==> config.mk <==
export PLATFORM = sky130hd
export DESIGN_NAME = pipeline_ctrl
export DESIGN_NICKNAME = d
export VERILOG_FILES = /design/src/rtl/pipeline_ctrl_pkg.sv /design/src/rtl/pipeline_ctrl_sat_counter.sv /design/src/rtl/pipeline_ctrl.sv
export SDC_FILE = /design/constraint.sdc
export NUM_CORES = 1
export LEC_CHECK = 0
export ABC_CLOCK_PERIOD_IN_PS = 1900
export CAP_MARGIN = 10
export CORE_MARGIN = 2
export CORE_UTILIZATION = 41
export CTS_BUF_LIST = sky130_fd_sc_hd__clkbuf_8
export DETAILED_ROUTE_END_ITERATION = 10
export HOLD_SLACK_MARGIN = 0.06
export PLACE_DENSITY = 0.81
export SETUP_SLACK_MARGIN = 0.05
export SYNTH_ARGS = -nofsm -noshare
export SYNTH_HDL_FRONTEND = slang
export SYNTH_SLANG_ARGS = --single-unit
export TNS_END_PERCENT = 20
==> constraint.sdc <==
create_clock -name clk -period 1.9 [get_ports clk]
set_input_delay 0.38 -clock clk [delete_from_list [all_inputs] [get_ports clk]]
set_output_delay 0.38 -clock clk [all_outputs]
set_load 0.02 [all_outputs]
==> src/rtl/pipeline_ctrl_pkg.sv <==
// Shared definitions for the pipeline stall/flush sequencer: state encodings and
// default bus widths. Also consumed by the hazard unit and the trace monitor.
package pipeline_ctrl_pkg;

  localparam int unsigned DEF_XLEN  = 32;
  localparam int unsigned DEF_CNT_W = 32;

  typedef enum logic [1:0] {
    ST_RUN      = 2'd0,
    ST_MEM_WAIT = 2'd1,
    ST_MD_WAIT  = 2'd2,
    ST_REDIRECT = 2'd3
  } state_e;

endpackage

==> src/rtl/pipeline_ctrl_sat_counter.sv <==
// sat_counter: W-bit up counter that sticks at all-ones, synchronous active-high clear.
// Ports: clk, reset (sync, active-high), inc (count enable), count (current value).
module sat_counter #(
  parameter int unsigned W = 32
) (
  input  logic         clk,
  input  logic         reset,
  input  logic         inc,
  output logic [W-1:0] count
);

  logic [W-1:0] r_count;

  always_ff @(posedge clk) begin
    if (reset) begin
      r_count <= '0;
    end else if (inc && (r_count != {W{1'b1}})) begin
      r_count <= r_count + W'(1);
    end
  end

  assign count = r_count;

endmodule

==> src/rtl/pipeline_ctrl.sv <==
// pipeline_ctrl: stall/flush sequencer for the 5-stage RV32 pipeline.
// Merges load-use stall, EX branch redirect, data-memory wait, mul/div busy and trap
// requests into per-stage stall/flush enables and a single PC redirect. Redirects that
// arrive while MEM waits are held and replayed the cycle after the wait ends.
// Ports:
//   clk, reset (sync, active-high)
//   load_use_stall, branch_taken_EX/branch_target, trap_req/trap_vector,
//   mem_busy, muldiv_busy                                  -- requests in
//   stall_IF/ID/EX/MEM, flush_ID/EX/MEM                     -- stage controls out
//   pc_redirect/pc_target, muldiv_kill                      -- PC / mul-div control out
//   stall_cycles, flush_count                               -- perf counters out
// Outputs are combinational from state and inputs, forced to 0 while reset is high.
// Configuration: define PIPE_PERF_EN to build the saturating perf counters; otherwise
// stall_cycles and flush_count are tied to 0.
module pipeline_ctrl
  import pipeline_ctrl_pkg::*;
#(
  parameter int unsigned XLEN  = DEF_XLEN,
  parameter int unsigned CNT_W = DEF_CNT_W
) (
  input  logic             clk,
  input  logic             reset,
  input  logic             load_use_stall,
  input  logic             branch_taken_EX,
  input  logic [XLEN-1:0]  branch_target,
  input  logic             trap_req,
  input  logic [XLEN-1:0]  trap_vector,
  input  logic             mem_busy,
  input  logic             muldiv_busy,
  output logic             stall_IF,
  output logic             stall_ID,
  output logic             stall_EX,
  output logic             stall_MEM,
  output logic             flush_ID,
  output logic             flush_EX,
  output logic             flush_MEM,
  output logic             pc_redirect,
  output logic [XLEN-1:0]  pc_target,
  output logic             muldiv_kill,
  output logic [CNT_W-1:0] stall_cycles,
  output logic [CNT_W-1:0] flush_count
);

  state_e            r_state;
  state_e            w_state_nxt;
  logic              r_pend_valid;
  logic              r_pend_trap;
  logic [XLEN-1:0]   r_pend_target;
  logic              w_pend_valid_nxt;
  logic              w_pend_trap_nxt;
  logic [XLEN-1:0]   w_pend_target_nxt;

  logic              w_stall_if, w_stall_id, w_stall_ex, w_stall_mem;
  logic              w_flush_id, w_flush_ex, w_flush_mem;
  logic              w_redirect, w_kill;
  logic [XLEN-1:0]   w_target;

  // State and pending-redirect registers
  always_ff @(posedge clk) begin
    if (reset) begin
      r_state       <= ST_RUN;
      r_pend_valid  <= 1'b0;
      r_pend_trap   <= 1'b0;
      r_pend_target <= '0;
    end else begin
      r_state       <= w_state_nxt;
      r_pend_valid  <= w_pend_valid_nxt;
      r_pend_trap   <= w_pend_trap_nxt;
      r_pend_target <= w_pend_target_nxt;
    end
  end

  // Next-state, pending capture and stage controls
  always_comb begin
    w_state_nxt       = r_state;
    w_pend_valid_nxt  = r_pend_valid;
    w_pend_trap_nxt   = r_pend_trap;
    w_pend_target_nxt = r_pend_target;
    w_stall_if        = 1'b0;
    w_stall_id        = 1'b0;
    w_stall_ex        = 1'b0;
    w_stall_mem       = 1'b0;
    w_flush_id        = 1'b0;
    w_flush_ex        = 1'b0;
    w_flush_mem       = 1'b0;
    w_redirect        = 1'b0;
    w_kill            = 1'b0;
    w_target          = '0;

    case (r_state)
      ST_RUN: begin
        if (trap_req && !mem_busy) begin
          w_redirect  = 1'b1;
          w_target    = trap_vector;
          w_flush_id  = 1'b1;
          w_flush_ex  = 1'b1;
          w_flush_mem = 1'b1;
        end else if (mem_busy) begin
          w_stall_if  = 1'b1;
          w_stall_id  = 1'b1;
          w_stall_ex  = 1'b1;
          w_stall_mem = 1'b1;
          w_state_nxt = ST_MEM_WAIT;
          if (trap_req) begin
            w_pend_valid_nxt  = 1'b1;
            w_pend_trap_nxt   = 1'b1;
            w_pend_target_nxt = trap_vector;
          end else if (branch_taken_EX) begin
            w_pend_valid_nxt  = 1'b1;
            w_pend_trap_nxt   = 1'b0;
            w_pend_target_nxt = branch_target;
          end
        end else if (muldiv_busy) begin
          // The instruction in EX stays put; MEM receives bubbles until it completes.
          w_stall_if  = 1'b1;
          w_stall_id  = 1'b1;
          w_stall_ex  = 1'b1;
          w_flush_mem = 1'b1;
          w_state_nxt = ST_MD_WAIT;
        end else if (branch_taken_EX) begin
          w_redirect = 1'b1;
          w_target   = branch_target;
          w_flush_id = 1'b1;
          w_flush_ex = 1'b1;
        end else if (load_use_stall) begin
          w_stall_if = 1'b1;
          w_stall_id = 1'b1;
          w_flush_ex = 1'b1;
        end
      end

      ST_MEM_WAIT: begin
        if (mem_busy) begin
          w_stall_if  = 1'b1;
          w_stall_id  = 1'b1;
          w_stall_ex  = 1'b1;
          w_stall_mem = 1'b1;
          // A trap always replaces the pending entry; a branch never displaces a trap.
          if (trap_req) begin
            w_pend_valid_nxt  = 1'b1;
            w_pend_trap_nxt   = 1'b1;
            w_pend_target_nxt = trap_vector;
          end else if (branch_taken_EX && !r_pend_trap) begin
            w_pend_valid_nxt  = 1'b1;
            w_pend_trap_nxt   = 1'b0;
            w_pend_target_nxt = branch_target;
          end
        end else begin
          w_state_nxt = r_pend_valid ? ST_REDIRECT : ST_RUN;
        end
      end

      ST_REDIRECT: begin
        w_redirect        = 1'b1;
        w_target          = r_pend_target;
        w_flush_id        = 1'b1;
        w_flush_ex        = 1'b1;
        w_flush_mem       = r_pend_trap;
        w_pend_valid_nxt  = 1'b0;
        w_pend_trap_nxt   = 1'b0;
        w_pend_target_nxt = '0;
        w_state_nxt       = ST_RUN;
      end

      ST_MD_WAIT: begin
        if (trap_req) begin
          w_kill      = 1'b1;
          w_redirect  = 1'b1;
          w_target    = trap_vector;
          w_flush_id  = 1'b1;
          w_flush_ex  = 1'b1;
          w_flush_mem = 1'b1;
          w_state_nxt = ST_RUN;
        end else if (muldiv_busy) begin
          w_stall_if  = 1'b1;
          w_stall_id  = 1'b1;
          w_stall_ex  = 1'b1;
          w_flush_mem = 1'b1;
        end else begin
          w_state_nxt = ST_RUN;
        end
      end

      default: w_state_nxt = ST_RUN;
    endcase
  end

  // Outputs are quiet during reset
  assign stall_IF    = w_stall_if  & ~reset;
  assign stall_ID    = w_stall_id  & ~reset;
  assign stall_EX    = w_stall_ex  & ~reset;
  assign stall_MEM   = w_stall_mem & ~reset;
  assign flush_ID    = w_flush_id  & ~reset;
  assign flush_EX    = w_flush_ex  & ~reset;
  assign flush_MEM   = w_flush_mem & ~reset;
  assign pc_redirect = w_redirect  & ~reset;
  assign muldiv_kill = w_kill      & ~reset;
  assign pc_target   = reset ? '0 : w_target;

`ifdef PIPE_PERF_EN
  sat_counter #(.W(CNT_W)) u_stall_cnt (
    .clk   (clk),
    .reset (reset),
    .inc   (stall_IF),
    .count (stall_cycles)
  );

  sat_counter #(.W(CNT_W)) u_flush_cnt (
    .clk   (clk),
    .reset (reset),
    .inc   (pc_redirect),
    .count (flush_count)
  );
`else
  assign stall_cycles = '0;
  assign flush_count  = '0;
`endif

endmodule

==> run summary, run 1 <==
largest cells by area after synthesis: dfxtp_1 21%, buf_4 16%, o31ai_2 10%
Worst Path Arrival: 1.78 ns
Final period util: 113%
DIE WIDTH: 94.6 µm
Setup Crit Path Kind: in2out
share of the synthesized area in the top cell type: 21.4%
first-pass GRT wire length: 15800 µm
R2R setup slack: 0.05 ns
Max Cap Viol: 0
peak fanout along the critical path: 7
register area: 728 µm²
post-route setup TNS: -5.70 ns
placed cell area: 4500 µm²
core area: 8090 µm²
crit path launch type: primary input
IO Pins: 176
critical path's slowest cell: and3_4
CTS Sinks: 36
Initial Utilization: 41.6%
clock buffer depth: 2
Max VDD drop: 0.000229 V
Slew Limit Fails: 0
vias in the first global route: 3277
first-pass detailed-route iteration total: 4
CTS Buf Count: 5
Syn. warnings: 0
share of cells above drive strength 1: 31.3%
post-layout min period: 2.16 ns
RSZ-0062 raised after global routing: yes
number of buffers added on ports: 111
most common cell after layout, fill and taps aside: clkdlybuf4s50_1
Row Count: 33
Worst slew margin: 61.7%
most frequent cells in the layout: 65 x clkdlybuf4s50_1, 64 x conb_1, 55 x buf_4, 34 x dfxtp_1, 32 x nand3b_1
clock-pin slew on the worst setup and hold paths: 0.08 ns
LEAKAGE: 1.88 nW
area taken by multi-input logic gates: 2350 µm²
top cell type by total area after synthesis: dfxtp_1
antenna viol nets, final: 0
routability cong.: 0.812
initial antenna violation count: 1
CP Data Required Time: 1.52 ns
Max Freq: 464 MHz
EDFF count, synth: 0
Vias/cell: 5.49
Synth Cell Area: 3370 µm²
Slew @ Worst Pin: 0.575 ns
final wirelength: 10600 µm
largest net degree at the start of global routing: 34
pwr dens: 487 nW/µm²
Area Growth Syn to Fin: 43.6%
CTS tree: yes
CP cell instances: dlygate4sd2_1 > nor2_2 > and3_4 > buf_6 > nand3_1 > a21oi_2 > buf_6
hold slack: 0.467 ns
Cells after Synth: 435
drt drc: 0
Synth Register Bits: 36
final hold vios: 0
Final Instance Area: 4830 µm²
dpl ws: -0.916 ns
clock latency on the worst-skew pair: 0.28 ns
Root Driver: clkbuf_8
library cells used by synthesis: 37
Die ar.: 8950 µm²
filler instances: 704
Hold WC Path Type: reg2reg
Congestion Overflow GR: 0
post-DP HPWL: 7080 µm
H-tree levels: 2
final worst slack: -0.256 ns
DR vias: 3598
Hold Buf Count CTS: 0
aggregate global-route resource usage: 22.3%
Nets: 619
prevailing post-synth register cell: dfxtp_1
final setup fails: 36
status: complete, but fails checks
clock skew: 0.00774 ns
register area share after synthesis: 21.4%
Routed WL per cell: 16.1 µm
Critical Path Max Stage Delay: 0.31 ns
Mean Syn Cell Area: 7.74 µm²
Die Height: 94.6 µm
most used cell, CP: buf_6
1st-iter DRT viols: 164
CP Capture Type: output port
failing checks: negative setup slack
ys async rst share: 0%
## layout make-up
type | instances | area share [%]
clock buffer | 6 | 1.71
multi-input combinational | 346 | 48.5
tap | 105 | 2.72
timing repair buffer | 155 | 31.5
inverter | 4 | 0.311
antenna | 1 | 0.0518
sequential | 36 | 15.1
clock inverter | 2 | 0.155
## routing by layer
layer / wire [µm] / vias to the layer above / global-route usage [%]
met4: 204 / 0 / 9.30
met3: 719 / 29 / 4.39
met2: 5410 / 187 / 39.8
li1: - / 1673 / -
met1: 4210 / 1709 / 25.8
met5: 0 / - / 0
## cell usage after synthesis, types with 2 or more instances
master	count
buf_4	72
a21oi_1	55
dfxtp_1	36
nand3_1	32
nand3b_1	32
o31ai_2	28
nor3_1	26
nand2_1	25
a21boi_0	24
clkbuf_1	17
buf_2	12
a31oi_1	9
a32oi_1	9
mux2i_1	9
buf_6	7
nor2_1	7
o31ai_1	5
buf_1	4
inv_1	4
o21ai_0	3
nor2_2	2
nor2b_1	2
## logic make-up (layout without fill, tap and decap cells)
family	Yosys count	in the layout	synth area share, %
compound gates	138	138	30.7
buf+inv	116	167	23.0
flops	36	36	21.4
mux	10	10	3.12
other cells	1	65	0.111
simple gates	134	134	21.7
## metrics by stage
| step | utilization, % | total power, mW | std cells |
|---|---|---|---|
| detailed placement | 55.6 | 1.75 | 639 |
| finish | 59.7 | 2.35 | 655 |
| CTS | 58.1 | 2.33 | 654 |
| floorplan | - | 1.48 | 498 |
| global placement | 55.6 | 1.73 | 639 |
| global route | 59.7 | 2.47 | 655 |
## registers in the layout, indices dropped and copies added (netlist names)
name and flops:
r_state 2, r_pend_valid 1, r_pend_target 32, r_pend_trap 1
## where the power goes
| group | leakage (nW) | switching [mW] | total [mW] | internal (mW) |
|---|---|---|---|---|
| clock | 0.0538 | 0.270 | 0.555 | 0.285 |
| combinational | 1.53 | 0.542 | 0.951 | 0.409 |
| sequential | 0.297 | 0.0374 | 0.845 | 0.808 |
| total | 1.88 | 0.849 | 2.35 | 1.50 |
## worst max-delay path, delay by kind of cell
family / cells / cell delay [ns]
and+or+nand+nor: 3 / 0.61
AOI/OAI and AO/OA: 1 / 0.20
buffers and inverters: 3 / 0.58
## path summary, 6_finish.rpt
path / cells past startpoint / from / end
worst max register to register: 7 / r_state[1] / r_pend_target[25]
worst max-delay path: 7 / muldiv_busy / pc_target[0]
worst min register to register: 2 / r_pend_valid / r_pend_valid
worst min-delay path: 2 / r_pend_valid / r_pend_valid
## timing repair
item / CTS / global route
hold endpoints to repair: 0 / 0
setup buffers: 5 / 0
cloned: 2 / 0
pin swaps: 34 / 25
setup endpoints to repair: 58 / 73
resized for setup: 253 / 32
(Power assumes the default switching activity.)
==> run 2, diff against run 1 <==
Settings changed: ABC_CLOCK_PERIOD_IN_PS 1900 to default.
==> results of run 2 <==
Same layout as run 1: the final DEF is identical, and so are final timing and power.
